**src/rtl/echo_tap_scheduler.sv**
```systemverilog
// Sequences the shared audio BRAM: per strobe, one optional write then NUM_TAPS delayed reads,
// mixed with the dry sample. Define ECHO_SATURATE_EN to clamp the mix instead of wrapping it.

module echo_tap_scheduler #(
  parameter int unsigned DEPTH        = 18000,
  parameter int unsigned ADDR_W       = 16,
  parameter int unsigned NUM_TAPS     = 3,
  parameter int unsigned READ_LATENCY = 2
) (
  input  logic                       clk_in,
  input  logic                       rst_in,
  input  logic [7:0]                 audio_in,
  input  logic                       audio_valid_in,
  input  logic                       record_in,
  input  logic [NUM_TAPS*ADDR_W-1:0] delay_in,
  output logic [ADDR_W-1:0]          wr_addr_out,
  output logic [7:0]                 wr_data_out,
  output logic                       wr_en_out,
  output logic [ADDR_W-1:0]          rd_addr_out,
  input  logic [7:0]                 rd_data_in,
  output logic [7:0]                 mix_out,
  output logic                       mix_valid_out,
  output logic                       busy_out,
  output logic                       overrun_out,
  output logic [ADDR_W-1:0]          fill_count_out
);

  localparam int unsigned TapW = (NUM_TAPS > 1) ? $clog2(NUM_TAPS) : 1;
  localparam int unsigned AccW = 8 + $clog2(NUM_TAPS + 1) + 1;
  localparam logic [ADDR_W:0]        DepthX   = (ADDR_W + 1)'(DEPTH);
  localparam logic [ADDR_W-1:0]      LastAddr = ADDR_W'(DEPTH - 1);
  localparam logic [TapW-1:0]        LastTap  = TapW'(NUM_TAPS - 1);
  localparam logic signed [AccW-1:0] AccMax   = AccW'(127);
  localparam logic signed [AccW-1:0] AccMin   = AccW'(-128);

  typedef enum logic [1:0] {StIdle, StIssue, StDrain, StOut} state_e;

  state_e                     state_q, state_d;
  logic [TapW-1:0]            tap_q, tap_d;
  logic [ADDR_W-1:0]          base_q, base_d;
  logic [7:0]                 sample_q, sample_d;
  logic                       rec_q, rec_d;
  logic [NUM_TAPS*ADDR_W-1:0] delay_q, delay_d;
  logic [ADDR_W-1:0]          fill_lat_q, fill_lat_d;
  logic [ADDR_W-1:0]          wr_ptr_q, wr_ptr_d;
  logic [ADDR_W-1:0]          fill_q, fill_d;
  logic signed [AccW-1:0]     acc_q, acc_d;
  logic                       overrun_q, overrun_d;
  logic [READ_LATENCY-1:0]    pipe_vld_q, pipe_vld_d;
  logic [READ_LATENCY-1:0]    pipe_msk_q, pipe_msk_d;
  logic [TapW-1:0]            pipe_tap_q [READ_LATENCY];
  logic [TapW-1:0]            pipe_tap_d [READ_LATENCY];

  logic                   accept, issuing, last_issue, do_write;
  logic                   cap_vld, cap_msk, last_cap;
  logic [TapW-1:0]        cap_tap;
  logic [ADDR_W-1:0]      cur_delay, tap_addr;
  logic [ADDR_W:0]        tap_addr_x;
  logic                   cur_mask;
  logic signed [7:0]      rd_s, shifted;
  logic signed [AccW-1:0] tap_term;
  logic [7:0]             mix_conv;

  // Strobes are also accepted in the output cycle so samples can run back to back.
  assign accept     = audio_valid_in && (state_q == StIdle || state_q == StOut);
  assign issuing    = (state_q == StIssue);
  assign last_issue = issuing && (tap_q == LastTap);
  assign do_write   = issuing && (tap_q == '0) && rec_q;
  assign cap_vld    = pipe_vld_q[READ_LATENCY-1];
  assign cap_msk    = pipe_msk_q[READ_LATENCY-1];
  assign cap_tap    = pipe_tap_q[READ_LATENCY-1];
  assign last_cap   = cap_vld && (cap_tap == LastTap);

  always_comb begin
    cur_delay = delay_q[int'(tap_q)*ADDR_W +: ADDR_W];
    cur_mask  = (cur_delay == '0) || ({1'b0, cur_delay} >= DepthX) || (cur_delay > fill_lat_q);
    if (base_q >= cur_delay) begin
      tap_addr_x = {1'b0, base_q} - {1'b0, cur_delay};
    end else begin
      tap_addr_x = {1'b0, base_q} + DepthX - {1'b0, cur_delay};
    end
    tap_addr = tap_addr_x[ADDR_W-1:0];
    rd_s     = $signed(rd_data_in);
    shifted  = rd_s >>> (int'(cap_tap) + 1);
    tap_term = {{(AccW-8){shifted[7]}}, shifted};
  end

  always_comb begin
`ifdef ECHO_SATURATE_EN
    if (acc_q > AccMax) begin
      mix_conv = 8'h7f;
    end else if (acc_q < AccMin) begin
      mix_conv = 8'h80;
    end else begin
      mix_conv = acc_q[7:0];
    end
`else
    mix_conv = acc_q[7:0];
`endif
  end

  // State register and datapath flops
  always_ff @(posedge clk_in) begin
    if (rst_in) begin
      state_q    <= StIdle;
      tap_q      <= '0;
      base_q     <= '0;
      sample_q   <= '0;
      rec_q      <= 1'b0;
      delay_q    <= '0;
      fill_lat_q <= '0;
      wr_ptr_q   <= '0;
      fill_q     <= '0;
      acc_q      <= '0;
      overrun_q  <= 1'b0;
      pipe_vld_q <= '0;
      pipe_msk_q <= '0;
      pipe_tap_q <= '{default: '0};
    end else begin
      state_q    <= state_d;
      tap_q      <= tap_d;
      base_q     <= base_d;
      sample_q   <= sample_d;
      rec_q      <= rec_d;
      delay_q    <= delay_d;
      fill_lat_q <= fill_lat_d;
      wr_ptr_q   <= wr_ptr_d;
      fill_q     <= fill_d;
      acc_q      <= acc_d;
      overrun_q  <= overrun_d;
      pipe_vld_q <= pipe_vld_d;
      pipe_msk_q <= pipe_msk_d;
      pipe_tap_q <= pipe_tap_d;
    end
  end

  always_comb begin
    state_d = state_q;
    unique case (state_q)
      StIdle:  if (audio_valid_in) state_d = StIssue;
      StIssue: if (last_issue) state_d = StDrain;
      StDrain: if (last_cap) state_d = StOut;
      StOut:   state_d = audio_valid_in ? StIssue : StIdle;
      default: state_d = StIdle;
    endcase
  end

  always_comb begin
    tap_d      = tap_q;
    base_d     = base_q;
    sample_d   = sample_q;
    rec_d      = rec_q;
    delay_d    = delay_q;
    fill_lat_d = fill_lat_q;
    wr_ptr_d   = wr_ptr_q;
    fill_d     = fill_q;
    acc_d      = acc_q;
    overrun_d  = overrun_q | (audio_valid_in && (state_q == StIssue || state_q == StDrain));

    if (accept) begin
      tap_d      = '0;
      base_d     = wr_ptr_q;
      sample_d   = audio_in;
      rec_d      = record_in;
      delay_d    = delay_in;
      fill_lat_d = fill_q;
      acc_d      = {{(AccW-8){audio_in[7]}}, audio_in};
    end else if (cap_vld && !cap_msk) begin
      acc_d = acc_q + tap_term;
    end

    if (issuing) begin
      tap_d = last_issue ? '0 : tap_q + 1'b1;
    end

    if (do_write) begin
      wr_ptr_d = (wr_ptr_q == LastAddr) ? '0 : wr_ptr_q + 1'b1;
      if ({1'b0, fill_q} < DepthX) begin
        fill_d = fill_q + 1'b1;
      end
    end

    // Slot k holds the read issued k+1 cycles ago; the last slot lines up with rd_data_in.
    pipe_vld_d[0] = issuing;
    pipe_msk_d[0] = cur_mask;
    pipe_tap_d[0] = tap_q;
    for (int k = 1; k < READ_LATENCY; k++) begin
      pipe_vld_d[k] = pipe_vld_q[k-1];
      pipe_msk_d[k] = pipe_msk_q[k-1];
      pipe_tap_d[k] = pipe_tap_q[k-1];
    end
  end

  always_comb begin
    wr_en_out     = do_write;
    wr_addr_out   = do_write ? base_q : '0;
    wr_data_out   = do_write ? sample_q : '0;
    rd_addr_out   = issuing ? tap_addr : '0;
    mix_valid_out = (state_q == StOut);
    mix_out       = (state_q == StOut) ? mix_conv : '0;
    busy_out      = (state_q == StIssue) || (state_q == StDrain) ||
                    ((state_q == StIdle) && audio_valid_in);
  end

  assign overrun_out    = overrun_q;
  assign fill_count_out = fill_q;

endmodule
```
**config.mk**
```make
export PLATFORM = sky130hd
export DESIGN_NAME = echo_tap_scheduler
export DESIGN_NICKNAME = d
export VERILOG_FILES = /design/src/rtl/echo_tap_scheduler.sv
export SDC_FILE = /design/constraint.sdc
export NUM_CORES = 1
export LEC_CHECK = 0
export ABC_AREA = 0
export CAP_MARGIN = 20
export CORE_MARGIN = 2
export CORE_UTILIZATION = 35
export CTS_CLUSTER_SIZE = 16
export DETAILED_ROUTE_END_ITERATION = 16
export HOLD_SLACK_MARGIN = 0.1
export SETUP_SLACK_MARGIN = 0.1
export SYNTH_ARGS = -nofsm -noshare
export SYNTH_HDL_FRONTEND = slang
export SYNTH_SLANG_ARGS = --single-unit
export TNS_END_PERCENT = 100
```
**constraint.sdc**
```tcl
create_clock -name clk_in -period 8.9 [get_ports clk_in]
set_input_delay 1.78 -clock clk_in [delete_from_list [all_inputs] [get_ports clk_in]]
set_output_delay 1.78 -clock clk_in [all_outputs]
set_load 0.01 [all_outputs]
```
==> results of run 1 <==
kinds of logic after synthesis:
kind of cell	Yosys count
multiplexers	31
adder cells (fa/ha/maj)	78
XOR/XNOR	45
buffers and inverters	136
flip-flops	142
AO/OA/AOI/OAI	264
AND/OR/NAND/NOR	442
layout by cell type, fill, tap and decap left out, drive strengths merged, types with 6 or more instances in the layout:
| master | synthesis | routed |
|---|---|---|
| o21ai | 35 | 35 |
| ha | 68 | 68 |
| fa | 10 | 10 |
| nand3 | 18 | 18 |
| o22ai | 16 | 16 |
| inv | 78 | 80 |
| nand2b | 6 | 6 |
| dfxtp | 142 | 142 |
| nor2b | 13 | 13 |
| nand2 | 246 | 246 |
| a21oi | 138 | 138 |
| clkdlybuf4s50 | 0 | 134 |
| xnor2 | 25 | 25 |
| clkinv | 0 | 7 |
| or3 | 15 | 15 |
| nand4 | 14 | 14 |
| a211oi | 8 | 8 |
| mux2 | 7 | 7 |
| buf | 13 | 8 |
| a21o | 14 | 14 |
| nor2 | 62 | 62 |
| xor2 | 20 | 20 |
| and2 | 33 | 33 |
| mux2i | 20 | 20 |
| clkbuf | 45 | 18 |
| nor3 | 14 | 14 |
| o21a | 10 | 10 |
stage by stage:
| step | hold WS (ps) | worst slack (ps) | instances |
|---|---|---|---|
| 3_5_place_dp | 432 | 2380 | 1549 |
| 5_1_grt | 456 | 1500 | 1584 |
| 3_3_place_gp | 425 | 2520 | 1549 |
| 2_1_floorplan | 414 | 3570 | 1138 |
| 4_1_cts | 439 | 1890 | 1581 |
| 6_report | 437 | 1870 | 1585 |
metal layers:
| layer | GRT usage (%) | share of wire [%] | vias up |
|---|---|---|---|
| met5 | 0 | 0 | - |
| met4 | 5.07 | 1.5 | 0 |
| met3 | 4.00 | 5.7 | 24 |
| met2 | 29.1 | 43 | 210 |
| met1 | 27.5 | 49 | 3723 |
| li1 | - | - | 4097 |
how the worst max path moves through the flow:
| stage | cells after the start | end | slack, ps | from |
|---|---|---|---|---|
| 2_1_floorplan | 16 | rd_addr_out[12] | 3570 | tap_q[1] |
| 3_3_place_gp | 14 | rd_addr_out[13] | 2520 | tap_q[0] |
| 3_5_place_dp | 13 | rd_addr_out[15] | 2380 | tap_q[1] |
| 4_1_cts | 13 | rd_addr_out[15] | 1890 | tap_q[1] |
| 5_1_grt | 14 | rd_addr_out[13] | 1500 | tap_q[0] |
| 6_report | 14 | rd_addr_out[13] | 1870 | tap_q[0] |
worst max-delay path: stages, from the launching register on:
cell	delay, ps
dfxtp_1	650
buf_4	400
mux2i_1	120
o22ai_1	510
inv_1	140
ha_1	410
inv_1	100
fa_1	480
o31a_1	380
o21ai_0	370
o41ai_1	180
o21ai_0	250
nand4_1	120
o221ai_1	120
clkdlybuf4s50_1	560
area by class of cell:
| class | count | share of cell area, % |
|---|---|---|
| Timing Repair Buffer | 142 | 13.1 |
| Multi-Input combinational cell | 860 | 49.1 |
| Sequential cell | 142 | 25.7 |
| Clock inverter | 14 | 1.66 |
| Inverter | 78 | 2.65 |
| Antenna cell | 1 | 0.0226 |
| Tap cell | 330 | 3.73 |
| Clock buffer | 18 | 3.97 |
state kept, by name (all words and copies together) (netlist names):
signal,flops
acc_q,8
base_q,16
cap_tap,2
delay_q,48
fill_count_out,16
fill_lat_q,16
overrun_out,1
pipe_msk_q,2
pipe_tap_d,2
pipe_vld_q,2
rec_q,1
sample_q,8
state_q,2
tap_q,2
wr_ptr_q,16
power groups by stage:
stage	combinational [mW]	sequential (mW)	clock, mW
6_report	1.37	0.773	0.742
5_1_grt	1.52	0.783	0.783
4_1_cts	1.34	0.777	0.757
3_5_place_dp	1.34	0.790	0
3_3_place_gp	1.33	0.791	0
2_1_floorplan	0.967	0.761	0
==> run metrics, run 1 <==
Min-Delay Endpoint=pipe_vld_q[1]; register-to-register setup slack=roughly 5200 ps; Setup Fix Bufs, Post-CTS=0; crit path time final=about 7000 ps; CP max FO=25; Syn Inst Count=1,138; fin nets=approximately 1,400; Clock Skews=roughly 9 ps; Max Cap Violations=0; share of power burned in the clock network=between 20% and 30%; area share of the largest cell type after synthesis=between 30% and 40%; Clock Latency Late Sink=420 ps; initial core utilization=a little over a third; register area share after synthesis=between 30 and 40%; PD cells=approximately 260 nW/um^2; combinational share of power=roughly 48%; Core Util, Final=about 44%; # rows=58; VDD IR-drop max=120 uV; # resized after CTS=0; status=finished clean; sw power=about 1.2 mW; width of the chip=between 150 and 200 um; Longest Clk Path Bufs=2; FFs w/ async S/R, synth=0%; CTS tree=yes; Critical Path Sink Type=output pin; Hold Crit Depth=1; YS warnings=0; multi-input combinational cell area=~5400 um^2; post-synthesis register bit count=142; RSZ-0062 raised after global routing=no; layout cell share with drive strength beyond 1=5.02%; Register Area=2840 um^2; sequential share of power=26.8%; leak pwr=4.11 nW; Internal=between 1.5 and 2 mW; Placed Area=10,400 um^2; largest net degree at the start of global routing=101; CTS Sinks=142; xor/xnor share of the synthesized area=under 10%; setup TNS=0 ps; area leader, netlist=dfxtp_1; Syn Nets=roughly 1,300; adder-cell share of the synthesized area=between 10% and 20%; max frequency=roughly 140 MHz; CTS Buf Count=17; Arr. time, crit path=5250 ps; Rel. slew slack=around 26%; switching share of power=roughly two fifths; compound-gate portion of the synthesized area=between 10% and 20%; mapped cell area=approximately 8800 um^2; dpl hpwl=between 15 and 20 mm; total power=around 2.9 mW; Die Footprint=about 26,000 um^2; hold buffers post-CTS=0; DR vias/cell=about 5; final slew viol count=0; r2r endpoint=acc_q[6]; largest family of logic cells by synthesized area=simple AND/OR/NAND/NOR gates; core area=approximately 25,000 um^2; Syn-to-layout area delta=25.8%; most frequent cells after synthesis=nand2_1, dfxtp_1, a21oi_1, inv_1, ha_1; Vert. Die Dim=~160 um; number of global-route vias before repair=7,457; I/O Buffers=around 140; most frequent cell after synthesis=nand2_1; mux contribution to synthesized area=4.20%; Netlist cell types=66; final worst path period share=79.0%; DR WL/cell=15.9 um; final setup vio count=0; CTS root buf=clkbuf_16; Ports=between 100 and 150; Worst-Margin Slew=1110 ps; Setup crit start kind=flop; Residual DRC=0; r2r startpoint=cap_tap[0]; initial antenna violation count=1; htree depth=4; overall global routing resource usage=a little under a fifth; first-pass GRT wire length=about 40 mm; Final ANT Viol Nets=0; routability cong.=roughly 0.96; Clk pin slew, worst setup/hold paths=around 60 ps; Main synth FF type=dfxtp_1; fillcell total=between 2,000 and 3,000; 1st-pass router iterations=5; FF-to-FF path depth=13; crit path kind=flop to output pin; CP required=just over 7000 ps; Final Hold Fails=0; synth top area cells=dfxtp_1, nand2_1, ha_1; Hold Path Class=flop to flop; drt initial violations=about 570; final non-filler cell area=11,100 um^2; post-synthesis simple-gate area fraction=22.7%; number of flops mapped to enable cells by yosys=0; Syn Area/Cell=roughly 7.7 um^2; Remaining Overflow, GRT=0; Vias=8,054; worst hold start=pipe_vld_q[0]; Routed Wire Length=approximately 25 mm
(Power assumes the default switching activity.)
==> run 2: changes to the inputs <==
clock period = 7.2 ns   (was 8.9 ns; I/O delays follow)
==> run metrics, run 2 (synthesized netlist as in run 1, its figures left out) <==
status=finished clean; RSZ-0062 raised after global routing=no; FF-to-FF path depth=13 (unchanged); Longest Clk Path Bufs=2 (unchanged); CTS tree=yes; core area=24,900 um^2 (unchanged); DR vias/cell=5.05 (-0.57%); drt initial violations=515 (-9.2%); Final ANT Viol Nets=0 (unchanged); CTS Sinks=142 (unchanged); Setup crit start kind=flop; Largest register FFs=48 (unchanged); leading cell type in the layout, fill and taps excluded=nand2_1; r2r endpoint=acc_q[6]; Final Hold Fails=0 (unchanged); largest net degree at the start of global routing=101 (unchanged); crit-path cells=nand2_1, o22ai_1, inv_1, ha_1, inv_1, fa_1, nor3b_1, o21bai_1, a2111oi_2, o21ba_2, o21a_1, o21ai_0, a311oi_1, clkdlybuf4s50_1; layout cell share with drive strength beyond 1=4.94% (-0.080 points); CP required=5760 ps (-1360 ps); Clk pin slew, worst setup/hold paths=60 ps (about the same); final setup vio count=0 (unchanged); hold buffers post-CTS=0 (unchanged); Hold Path Class=flop to flop; Max Cap Violations=0 (unchanged); initial core utilization=35.3% (unchanged); width of the chip=162 um (unchanged); Top cell by count, worst path=inv_1; PD cells=322 nW/um^2 (+23%); CP peak stage delay=1000 ps (+350 ps); overall global routing resource usage=18.9% (-0.18 points); Arr. time, crit path=5240 ps (about the same); VDD IR-drop max=181 uV (+50%); CP max FO=36 (+44%); first-pass GRT wire length=39.7 mm (-0.95%); setup TNS=0 ps (unchanged); Setup Fix Bufs, Post-CTS=0 (unchanged); Routed Wire Length=24.8 mm (-1.3%); # resized after CTS=0 (unchanged); Residual DRC=0 (unchanged); worst hold start=pipe_tap_d[1]; Final Instance Count excl. Fillers=1,584 (-0.063%); CP max stage cell=dfxtp_1; fin nets=1,387 (unchanged); CTS Buf Count=17 (unchanged); Hold Crit Depth=1 (unchanged); # rows=58 (unchanged); routability cong.=0.858 (-10%); Rel. slew slack=31.0% (+5.2 points); Clock Latency Late Sink=420 ps (about the same); Syn-to-layout area delta=25.3%; CTS root buf=clkbuf_16; leak pwr=4.10 nW (-0.34%); number of global-route vias before repair=7,414 (-0.58%); Ports=136 (unchanged); I/O Buffers=135 (unchanged); 1st-pass router iterations=7 (+2); initial antenna violation count=0 (-1); met1 Use GR=27.7% (+0.25 points); fillcell total=2,501 (-0.79%); register-to-register setup slack=3500 ps (-1700 ps); Vias=8,003 (-0.63%); Vert. Die Dim=162 um (unchanged); Most flops, register=delay_q; r2r startpoint=cap_tap[0]; total power=3.54 mW (+23%); Min-Delay Endpoint=cap_tap[1]; Die Footprint=26,400 um^2 (unchanged); dpl hpwl=18.8 mm (-0.47%); DP Cell Count=1,549 (unchanged); final worst path period share=between 90 and 100%; Clock Skews=11.8 ps (+2.94 ps); Remaining Overflow, GRT=0 (unchanged); crit path time final=roughly 6700 ps; grt met3 use=3.87% (-0.13 points); M2 GR Usage=28.8% (-0.27 points); Critical Path Sink Type=output pin; final slew viol count=0 (unchanged); grt peak-use layer=met2; ANT cells=0 (-1); Worst-Margin Slew=1030 ps (-76.5 ps); max frequency=between 100 and 150 MHz; htree depth=4 (unchanged); commonest non-fill, non-tap cells in the layout=nand2_1, dfxtp_1, a21oi_1; crit path kind=flop to output pin; DR WL/cell=15.7 um (-1.3%)
-- run 2: area by class of cell --
cell class              count  area (um^2)  area share (%)
clock buffers              19          443            4.02
clock inverters            13          163            1.48
multi-input cells         860         5430            49.3
repair buffers            142         1430            13.0
well taps                 330          413            3.75
flip-flops and latches    142         2840            25.8
inverters                  78          293            2.66
-- run 2: through the flow --
stage	setup WS, ps	hold slack (ps)	utilization [%]	instance area [um^2]
floorplan	2210	414	-	8790
global placement	1100	424	41.6	10400
detailed placement	1060	429	41.6	10400
CTS	554	451	44.0	11000
global route	153	465	44.3	11000
finish	523	448	44.3	11000
-- run 2: power by group --
| part | internal (mW) | total [mW] | switching, mW |
|---|---|---|---|
| Combinational | 0.692 | 1.67 | 0.983 |
| Clock | 0.555 | 0.903 | 0.348 |
| Sequential | 0.885 | 0.966 | 0.0809 |
-- run 2: critical path, delay by kind of cell (launching register included) --
kind / cells / cell delay (ps)
AOI/OAI and AO/OA: 7 / 1990
DFF: 1 / 1000
buffers and inverters: 3 / 800
adders and majority gates: 2 / 640
and+or+nand+nor: 2 / 400
-- run 2: how the worst max path moves through the flow --
stage,from,end,slack [ps],cells after the start
2_1_floorplan,tap_q[1],rd_addr_out[12],2210,16
3_3_place_gp,tap_q[1],rd_addr_out[12],1100,14
3_5_place_dp,tap_q[1],rd_addr_out[12],1060,14
4_1_cts,tap_q[1],rd_addr_out[12],550,14
5_1_grt,tap_q[1],rd_addr_out[12],150,14
6_report,tap_q[1],rd_addr_out[12],520,14
-- run 2: per-layer routing --
metal | vias to the layer above | wire (um)
li1 | 4074 | -
met1 | 3749 | 12500
met5 | - | 0
met3 | 16 | 1290
met4 | 0 | 231
met2 | 164 | 10800
